### config.mk
export PLATFORM = sky130hd
export DESIGN_NAME = neuron_mac_relu
export DESIGN_NICKNAME = d
export VERILOG_FILES = /design/src/rtl/neuron_mac_relu.sv
export SDC_FILE = /design/constraint.sdc
export NUM_CORES = 1
export LEC_CHECK = 0
export ABC_AREA = 1
export CORE_MARGIN = 3
export CORE_UTILIZATION = 40
export DETAILED_ROUTE_END_ITERATION = 7
export GPL_TIMING_DRIVEN = 0
export PLACE_DENSITY_LB_ADDON = 0.12
export SLEW_MARGIN = 20
export SYNTH_ARGS = -nofsm -noshare
export SYNTH_HDL_FRONTEND = slang
export SYNTH_SLANG_ARGS = --single-unit
### constraint.sdc
create_clock -name clk -period 9.15 [get_ports clk]
set_input_delay 1.83 -clock clk [delete_from_list [all_inputs] [get_ports clk]]
set_output_delay 1.83 -clock clk [all_outputs]
set_load 0.01 [all_outputs]
### src/rtl/neuron_mac_relu.sv
// Single neuron: sign-magnitude weight*input MAC onto a bias, rectified once per vector.
// Optional rectifier enabled by NEURON_RELU_EN; otherwise the raw signed sum is emitted.
module neuron_mac_relu #(
  parameter int N_INPUTS = 3
) (
  input  logic        clk,
  input  logic        rst,
  input  logic        in_valid,
  input  logic [11:0] in_data,
  input  logic        w_we,
  input  logic [3:0]  w_addr,
  input  logic [11:0] w_data,
  input  logic        b_we,
  input  logic [22:0] b_data,
  output logic        out_valid,
  output logic [22:0] out_data
);

  localparam int IW = (N_INPUTS > 1) ? $clog2(N_INPUTS) : 1;
  localparam logic [IW-1:0] LAST = IW'(N_INPUTS - 1);
  localparam logic [4:0]    NI   = 5'(N_INPUTS);

  logic [11:0]   weights [N_INPUTS];
  logic [22:0]   bias;
  logic [22:0]   acc;
  logic [IW-1:0] idx;

  logic [11:0] w_cur;
  logic [21:0] p_mag;
  logic [22:0] product;
  logic [22:0] base;
  logic [22:0] sum;
  logic [22:0] result;
  logic        w_in_range;

  function automatic logic [22:0] sm_add(input logic [22:0] a, input logic [22:0] b);
    logic [22:0] s;
    logic [21:0] mag;
    logic        sgn;
    if (a[22] == b[22]) begin
      s   = {1'b0, a[21:0]} + {1'b0, b[21:0]};
      mag = s[22] ? 22'h3FFFFF : s[21:0];
      sgn = a[22];
    end else if (a[21:0] >= b[21:0]) begin
      mag = a[21:0] - b[21:0];
      sgn = a[22];
    end else begin
      mag = b[21:0] - a[21:0];
      sgn = b[22];
    end
    // Zero is always reported as +0, including exact cancellation.
    if (mag == 22'd0) sgn = 1'b0;
    return {sgn, mag};
  endfunction

  always_comb begin
    w_cur   = weights[idx];
    p_mag   = {11'd0, in_data[10:0]} * {11'd0, w_cur[10:0]};
    product = {(p_mag != 22'd0) & (in_data[11] ^ w_cur[11]), p_mag};
    base    = (idx == '0) ? bias : acc;
    sum     = sm_add(base, product);
`ifdef NEURON_RELU_EN
    result  = sum[22] ? 23'h0 : sum;
`else
    result  = sum;
`endif
  end

  assign w_in_range = ({1'b0, w_addr} < NI);

  // Writes land after the arithmetic reads above, so same-cycle users see the old value.
  always_ff @(posedge clk) begin
    if (rst) begin
      idx       <= '0;
      acc       <= '0;
      bias      <= '0;
      out_data  <= '0;
      out_valid <= 1'b0;
      for (int i = 0; i < N_INPUTS; i++) weights[i] <= '0;
    end else begin
      out_valid <= 1'b0;
      if (in_valid) begin
        acc <= sum;
        if (idx == LAST) begin
          idx       <= '0;
          out_data  <= result;
          out_valid <= 1'b1;
        end else begin
          idx <= idx + 1'b1;
        end
      end
      if (b_we) bias <= b_data;
      if (w_we && w_in_range) weights[w_addr[IW-1:0]] <= w_data;
    end
  end

endmodule

After elaboration in Yosys (flattened, before gate mapping) --
Memory sizes are Yosys's and may differ from the RTL's. A register that Yosys moved wholly into a read port is not among the register bits. Cells that the tools add are included. W data, S select, Z words.
Storage, ports and cells: register bits 72, bits in latches 0, bits in writable memories 36, ROM bits 0, input port bits 56, output and inout port bits 24, logic and storage cells 44, memories kept 1
Operators by class: add/subtract/negate cells 4, multipliers 1, divide/modulo/power cells 0, order comparisons 2, equal/unequal tests 2, shift-type cells 0, multiplexer cells 19, bitwise operators 3, reduce and logical (&&, ||, !) cells 7
Memory list:
- weights | depth 3, bits a word 12, read ports 1, clocked after memory_dff 1, write ports 3, RTL line 23 | logic [11:0] weights [N_INPUTS];
Operators with widths (count):
- $mux W22 | 3
- $sub A22 B22 Y22 | 2
- $add A22 B22 Y23 | 1
- $mux W23 | 1
- $ge A22 B22 Y1 | 1
- $logic_not A22 Y1 | 1
- $mul A11 B11 Y22 | 1
- $reduce_bool A22 Y1 | 1
- $mux W12 | 1
- $reduce_or A12 Y1 | 1
- $mux W1 | 10
- $mux W2 | 4
- $lt A4 B2 Y1 const B | 1
- $add A2 B1 Y2 const B | 1
- $eq A2 B2 Y1 const B | 1
- $logic_not A2 Y1 | 1
- $reduce_and A2 Y1 | 1
- $reduce_or A2 Y1 | 1
- $and A1 B1 Y1 | 1
- $eq A1 B1 Y1 | 1
- $logic_and A1 B1 Y1 | 1
- $not A1 Y1 | 1
- $xor A1 B1 Y1 | 1

Depth between registers and ports, before layout --
Gate-level depths: netlist of run 1.
word-level depth 7, gate-level depth with buffers 52, depth with buffers taken out 48

Worst setup path before layout of run 1 --
OpenSTA, ideal clock, no wires.
kind input -> register, start input in_data[6], end register acc[22], arrival time 7671 ps, data required time 9022 ps, path slack 1351 ps, stages on the path 36, path through inv_1 nor2_1 fa_1 fa_1 fa_1 fa_1 inv_1 fa_1 inv_1 ha_1 nand2_2 nor2_2 nand2_1 nand3b_1 nand3_1 nand2_1 nand2_2 inv_1 ha_1 buf_2 inv_1 nor3_1 a31oi_2 nand2_4 inv_4 buf_6 nand2_1 nand2_1 nand2_1 nand2_1 nor2_1 nand2_1 nor2_1 nand3_1 nand2_1 a21oi_1
Between the ends: longest elaborated chain between the ends 7, elaborated cells on any way between the ends 15, classes of those cells 3 x add/sub; 1 x mul; 1 x order compare; 1 x eq/ne; 6 x mux; 1 x bitwise; 2 x reduce/logical
RTL lines:
- start, declared | RTL line 9 | input logic [11:0] in_data,
- $mul A11 B11 Y22 * | RTL line 58 | p_mag = {11'd0, in_data[10:0]} * {11'd0, w_cur[10:0]};
- branches (longest 5 deep; another with $add A22 B22 Y23)
- $mux W1 * | RTL line 52 | if (mag == 22'd0) sgn = 1'b0;
- end signal, assigned | RTL line 83 | acc <= sum;
- end, declared | RTL line 25 | logic [22:0] acc;
Mark *: on every way between the ends. A chain may end at the register's enable or synchronous reset.

Worst setup path after layout of run 1 --
Same ends and word-level chain as after synthesis.

==> results.toml, run 1 <==
[run_status]
status = "complete, no violations"

[placed_design]
post-place-cells = 2477
dp_hpwl_mm = 33.34
post_dp_cell_area_um2 = 14720
io_buffers = 77
place.gp.congestion = 0.9407
place_ws_ns = -0.5154

[die]
initial_core_util_pct = 40.83
fp.dieW_um = 188.7
core_um2 = 32700
rows = 66
num_io_pins = 80
dieArea_um2 = 35610
die_h_um = 188.7

[cts]
cts_buffer_depth = 2
clock-sinks = 122
clock-root-buffer = "clkbuf_16"
cts_tree = "built"
ctsHtreeMaxLevel = 4
path_clk_slew_ns = 0.05
insertion_delay_ns = 0.42
hold_buffers = 0
cts_buffers = 17

[worst_setup_path]
critPathKind = "input pin to register"
worstPathRequired_ns = 9.44
start_kind = "input pin"
crit_family = "adder cells"
end_kind = "register"
arrival_ns = 8.96
crit_top_cell = "nand2_1"
critPathBufInv = 6
cpMaxStageDelayCell = "fa_1"
slowest_delay_ns = 0.57
path_max_fanout = 10

[sta]
setup_viol = 0
max_freq_mhz = 115.4
fin_skew_ns = 0.008475
final_hold_viol_count = 0
worst_pin_slew_ns = 1.075
finalCritPeriodShare_pct = 94.69
setup_slack_ns = 0.4860
relSlewSlack_pct = 27.54
report.final.slew_viol_count = 0
rsz0062_at_grt = "false"
finalCriticalPeriod_ns = 8.664

[layout]
fin_cells = 2515
area_growth_pct = 15.25
final_common_cell = "nand2_1"
regArea_um2 = 2923
num-nets-final = 2321
multi_input_area_um2 = 8945
layout-drive-gt1-share_pct = 6.998
final_area_um2 = 15390
mostFrequentLayoutCells = "nand2_1 (458), inv_1 (322), nor2_1 (259), ha_1 (119), o21ai_0 (118)"
n_fill_cell = 3452

[global_route]
track_usage_pct = 22.75
grt_pass1_vias = 12160
grt_antenna_before_repair = 1
grt_max_degree = 17
grt_pass1_wl_mm = 64.45
gr-total-overflow = 0

[route]
wl_met3_mm = 2.462
route.met2.wl_mm = 17.51
drt_iter0_markers = 917
avgViaCountPerCell = 4.960
drt-met1-wl_mm = 19.67
firstDrtPassIters = 5
final_antenna_net_count = 0
routed_wl_mm = 40.16
maxUsedRoutingLayer = "met4"
drc_errors = 0
via_count = 12470
wl_per_cell_um = 15.97

[yosys]
yosysWarningCount = 0
synth_top_area_share_pct = 12.88
netlist_top_cells_area = "nand2_1 (13%), fa_1 (12%), ha_1 (12%)"
yosys.area.top_type = "nand2_1"
yosysUniqueCellTypes = 49
synth_edf_count = 48
postSynthAreaPerCell_um2 = 6.858
ys_seq_area_share_pct = 21.89
ys.flop_type = "dfxtp_1"
syn_area_um2 = 13350
postSynthCellCount = 1947
synthArstFlopShare_pct = 0
ys_ff_latch = 122

[worst_hold_path]
hold_path.class = "register to register"

[job]
cap_violations = 0
[flip-flops by register name, summed over array words and instances (netlist names), named ones only]
| name | count |
|---|---|
| weights | 48 |
| acc | 23 |
| bias | 23 |
| out_data | 23 |
| idx | 2 |
| out_valid | 1 |
[cell type report]
class | count | share of cell area, %
inverter | 342 | 8.383
tap | 442 | 3.594
clock inverter | 10 | 0.6505
buffer | 56 | 1.878
multi-input combinational | 1437 | 58.13
clock buffer | 22 | 3.017
antenna | 1 | 0.01626
timing repair buffer | 83 | 5.334
sequential | 122 | 18.99
[routing by layer]
layer  vias up  GRT usage (%)
met3        24          3.795
met2       298          35.95
li1       6291              -
met1      5861          32.91
met4         0          4.669
met5         -              0
[final timing paths]
| kind | start | to | slack, ns | cells past startpoint |
|---|---|---|---|---|
| worst min register to register | bias[20] | bias[20] | 0.47 | 2 |
| worst max register to register | register | acc[22] | 0.68 | 48 |
| worst min-delay path | bias[20] | bias[20] | 0.47 | 2 |
| worst max-delay path | in_data[6] | acc[22] | 0.49 | 36 |
[through the flow]
stage	setup TNS (ns)	utilization, %	hold WS [ns]
floorplan	0	-	0.4340
global placement	-1.654	45.00	0.4556
detailed placement	-2.085	45.00	0.4666
CTS	0	46.77	0.4744
global route	0	47.05	0.5093
finish	0	47.05	0.4666
[Yosys cell counts (10+ instances only)]
cell type,instances
nand2_1,458
inv_1,329
nor2_1,261
ha_1,123
o21ai_0,118
a21oi_1,103
nand3_1,103
fa_1,83
dfxtp_1,74
edfxtp_1,48
xor2_1,46
clkbuf_1,35
nand2_2,26
nand4_1,14
nor2_2,11
buf_2,10
inv_2,10
[worst min-delay path: stages (launching register included)]
cell     delay, ns
dfxtp_1       0.29
inv_1         0.07
a21oi_1       0.06
[repair_timing]
| action | CTS | global route |
|---|---|---|
| pin swaps | 0 | 1 |
| gates resized for setup | 2 | 40 |
| setup endpoints to repair | 2 | 21 |
| buffers inserted | 0 | 6 |
[cell families (layout without fill, tap and decap cells)]
group | Yosys count | after routing | share of synthesized area, %
flops | 122 | 122 | 21.89
simple gates | 904 | 904 | 28.24
mux | 1 | 1 | 0.08433
xor+xnor | 51 | 51 | 3.346
buf+inv | 399 | 513 | 11.78
compound gates | 263 | 263 | 10.66
other cells | 1 | 13 | 0.02809
fa+ha+maj | 206 | 206 | 23.97
Power of run 1 is left out: the tool's default activity adds up to more than one toggle a clock period on the data nets, which glitch-free logic cannot reach.
==> run 2: changes to the inputs <==
--- a/config.mk
+++ b/config.mk
@@ -11,7 +11,6 @@
 export DETAILED_ROUTE_END_ITERATION = 7
 export GPL_TIMING_DRIVEN = 0
 export PLACE_DENSITY_LB_ADDON = 0.12
-export SLEW_MARGIN = 20
 export SYNTH_ARGS = -nofsm -noshare
 export SYNTH_HDL_FRONTEND = slang
 export SYNTH_SLANG_ARGS = --single-unit
==> results of run 2 <==
No change in the layout: final DEF, timing and power equal those of run 1.
Power of run 2 is left out for the same reason.
==> run 3: changes to the inputs <==
--- a/config.mk
+++ b/config.mk
@@ -11,6 +11,7 @@
 export DETAILED_ROUTE_END_ITERATION = 7
 export GPL_TIMING_DRIVEN = 0
 export PLACE_DENSITY_LB_ADDON = 0.12
+export REMOVE_ABC_BUFFERS = 1
 export SYNTH_ARGS = -nofsm -noshare
 export SYNTH_HDL_FRONTEND = slang
 export SYNTH_SLANG_ARGS = --single-unit
==> run 3 against run 2 <==
  * Non-clock buffer count is 51 lower
  * Critical endpoint unchanged
  * First-iteration DRC count is 4.3% higher
  * Sequential share of layout area is 0.21 points higher
  * Setup slack improved by 0.027 ns
  * Register-to-register slack better by 0.09 ns
  * Largest cell class unchanged
==> results.toml, run 3 (synthesized netlist as in run 1, its figures left out) <==
[sta]
setup_viol = 0
hold_ws_ns = 0.4645
report.final.slew_viol_count = 0
setup_slack_ns = 0.5128
relSlewSlack_pct = 9.737
finalCriticalPeriod_ns = 8.637
finalCritPeriodShare_pct = 94.40
rsz0062_at_grt = "false"
final_hold_viol_count = 0
fin_skew_ns = 0.008654
max_freq_mhz = 115.8
worst_pin_slew_ns = 1.350

[layout]
multi_input_area_um2 = 9007
largest_reg_flops = 48
num-nets-final = 2272
final_common_cell = "nand2_1"
top_register = "weights"
n_fill_cell = 3442
n_antenna_cell = 0
area_growth_pct = 14.16
mostFrequentLayoutCells = "nand2_1 (458), inv_1 (321), nor2_1 (259), o21ai_0 (118), ha_1 (118)"
regArea_um2 = 2928
layout-drive-gt1-share_pct = 6.673

[global_route]
grt_antenna_before_repair = 0
grt_pass1_wl_mm = 63.96
grt_max_degree = 46
gr-total-overflow = 0
grt_pass1_vias = 12200
track_usage_pct = 22.29

[worst_setup_path]
crit_top_cell = "nand2_1"
path_max_fanout = 14
arrival_ns = 8.91
critPathKind = "input pin to register"
start_kind = "input pin"
end_kind = "register"
crit_family = "adder cells"
slowest_delay_ns = 0.57
worstPathRequired_ns = 9.42
critPathBufInv = 3
cpMaxStageDelayCell = "fa_1"

[die]
num_io_pins = 80
core_um2 = 32700
die_h_um = 188.7
fp.dieW_um = 188.7
dieArea_um2 = 35610
initial_core_util_pct = 40.83
rows = 66

[cts]
cts_tree = "built"
hold_buffers = 0
insertion_delay_ns = 0.42
clock-root-buffer = "clkbuf_16"
ctsHtreeMaxLevel = 4
clock-sinks = 122
path_clk_slew_ns = 0.05
cts_buffer_depth = 2
cts_buffers = 17

[placed_design]
place.gp.congestion = 0.9092
dp_hpwl_mm = 30.62
io_buffers = 79
place_ws_ns = -1.044

[route]
firstDrtPassIters = 5
final_antenna_net_count = 0
drc_errors = 0
avgViaCountPerCell = 4.998
routed_wl_mm = 38.53
wl_per_cell_um = 15.63
via_count = 12320
drt_iter0_markers = 956

[job]
cap_violations = 0

[run_status]
status = "complete, no violations"

[worst_hold_path]
hold_path.class = "register to register"
-- run 3: cell types whose count changed in the layout (fill, tap and decap cells not counted), sizes merged, moves of 2 or more --
| cell | previous run | this run |
|---|---|---|
| clkinvlp | 2 | 4 |
| clkdlybuf4s50 | 66 | 68 |
| buf | 27 | 9 |
| inv | 339 | 341 |
| clkbuf | 60 | 21 |
-- run 3: worst paths after layout --
path	from	to	slack, ns	depth (start not counted)
max	in_data[6]	acc[22]	0.51	35
min	bias[22]	bias[22]	0.46	2
max reg2reg	register	acc[22]	0.77	41
min reg2reg	bias[22]	bias[22]	0.46	2
-- run 3: worst register-to-register path, delay by kind of cell, from the launching register on --
| family | cells | cell delay, ns |
|---|---|---|
| AOI/OAI and AO/OA | 5 | 0.71 |
| adders and majority gates | 7 | 3.13 |
| buffers and inverters | 6 | 0.67 |
| DFF | 1 | 0.55 |
| and+or+nand+nor | 23 | 3.16 |
-- run 3: what timing repair did --
| item | in CTS | in global routing |
|---|---|---|
| endpoints found under the setup margin | 46 | 44 |
| buffers inserted | 0 | 7 |
| resized for setup | 9 | 36 |
| gates cloned | 1 | 1 |
| pin swaps | 1 | 1 |
-- run 3: per-stage QoR --
step | area (um^2) | instances | setup TNS, ns | utilization [%]
after floorplan | 13110 | 1901 | 0 | -
after detailed placement | 14480 | 2424 | -20.35 | 44.29
after CTS | 15100 | 2457 | 0 | 46.17
after global routing | 15240 | 2465 | 0 | 46.61
after global placement | 14450 | 2422 | -17.96 | 44.19
final | 15240 | 2465 | 0 | 46.61
-- run 3: cell type report --
class | instances | share of cell area, %
Tap cell | 442 | 3.628
Inverter | 342 | 8.513
Sequential cell | 122 | 19.21
Clock inverter | 13 | 0.7552
Clock buffer | 19 | 2.988
Multi-Input combinational cell | 1438 | 59.10
Timing Repair Buffer | 88 | 5.763
Timing Repair inverter | 1 | 0.04925
-- run 3: routing by layer --
metal | global-route usage (%) | part of all wire, % | up-vias | wire length, um
met1 | 33.05 | 49 | 5789 | 19000
met3 | 2.605 | 5.1 | 32 | 1958
met2 | 35.07 | 44 | 324 | 16970
met5 | 0 | 0 | - | 0
li1 | - | - | 6174 | -
met4 | 4.669 | 1.6 | 0 | 598
Power of run 3 is left out for the same reason.
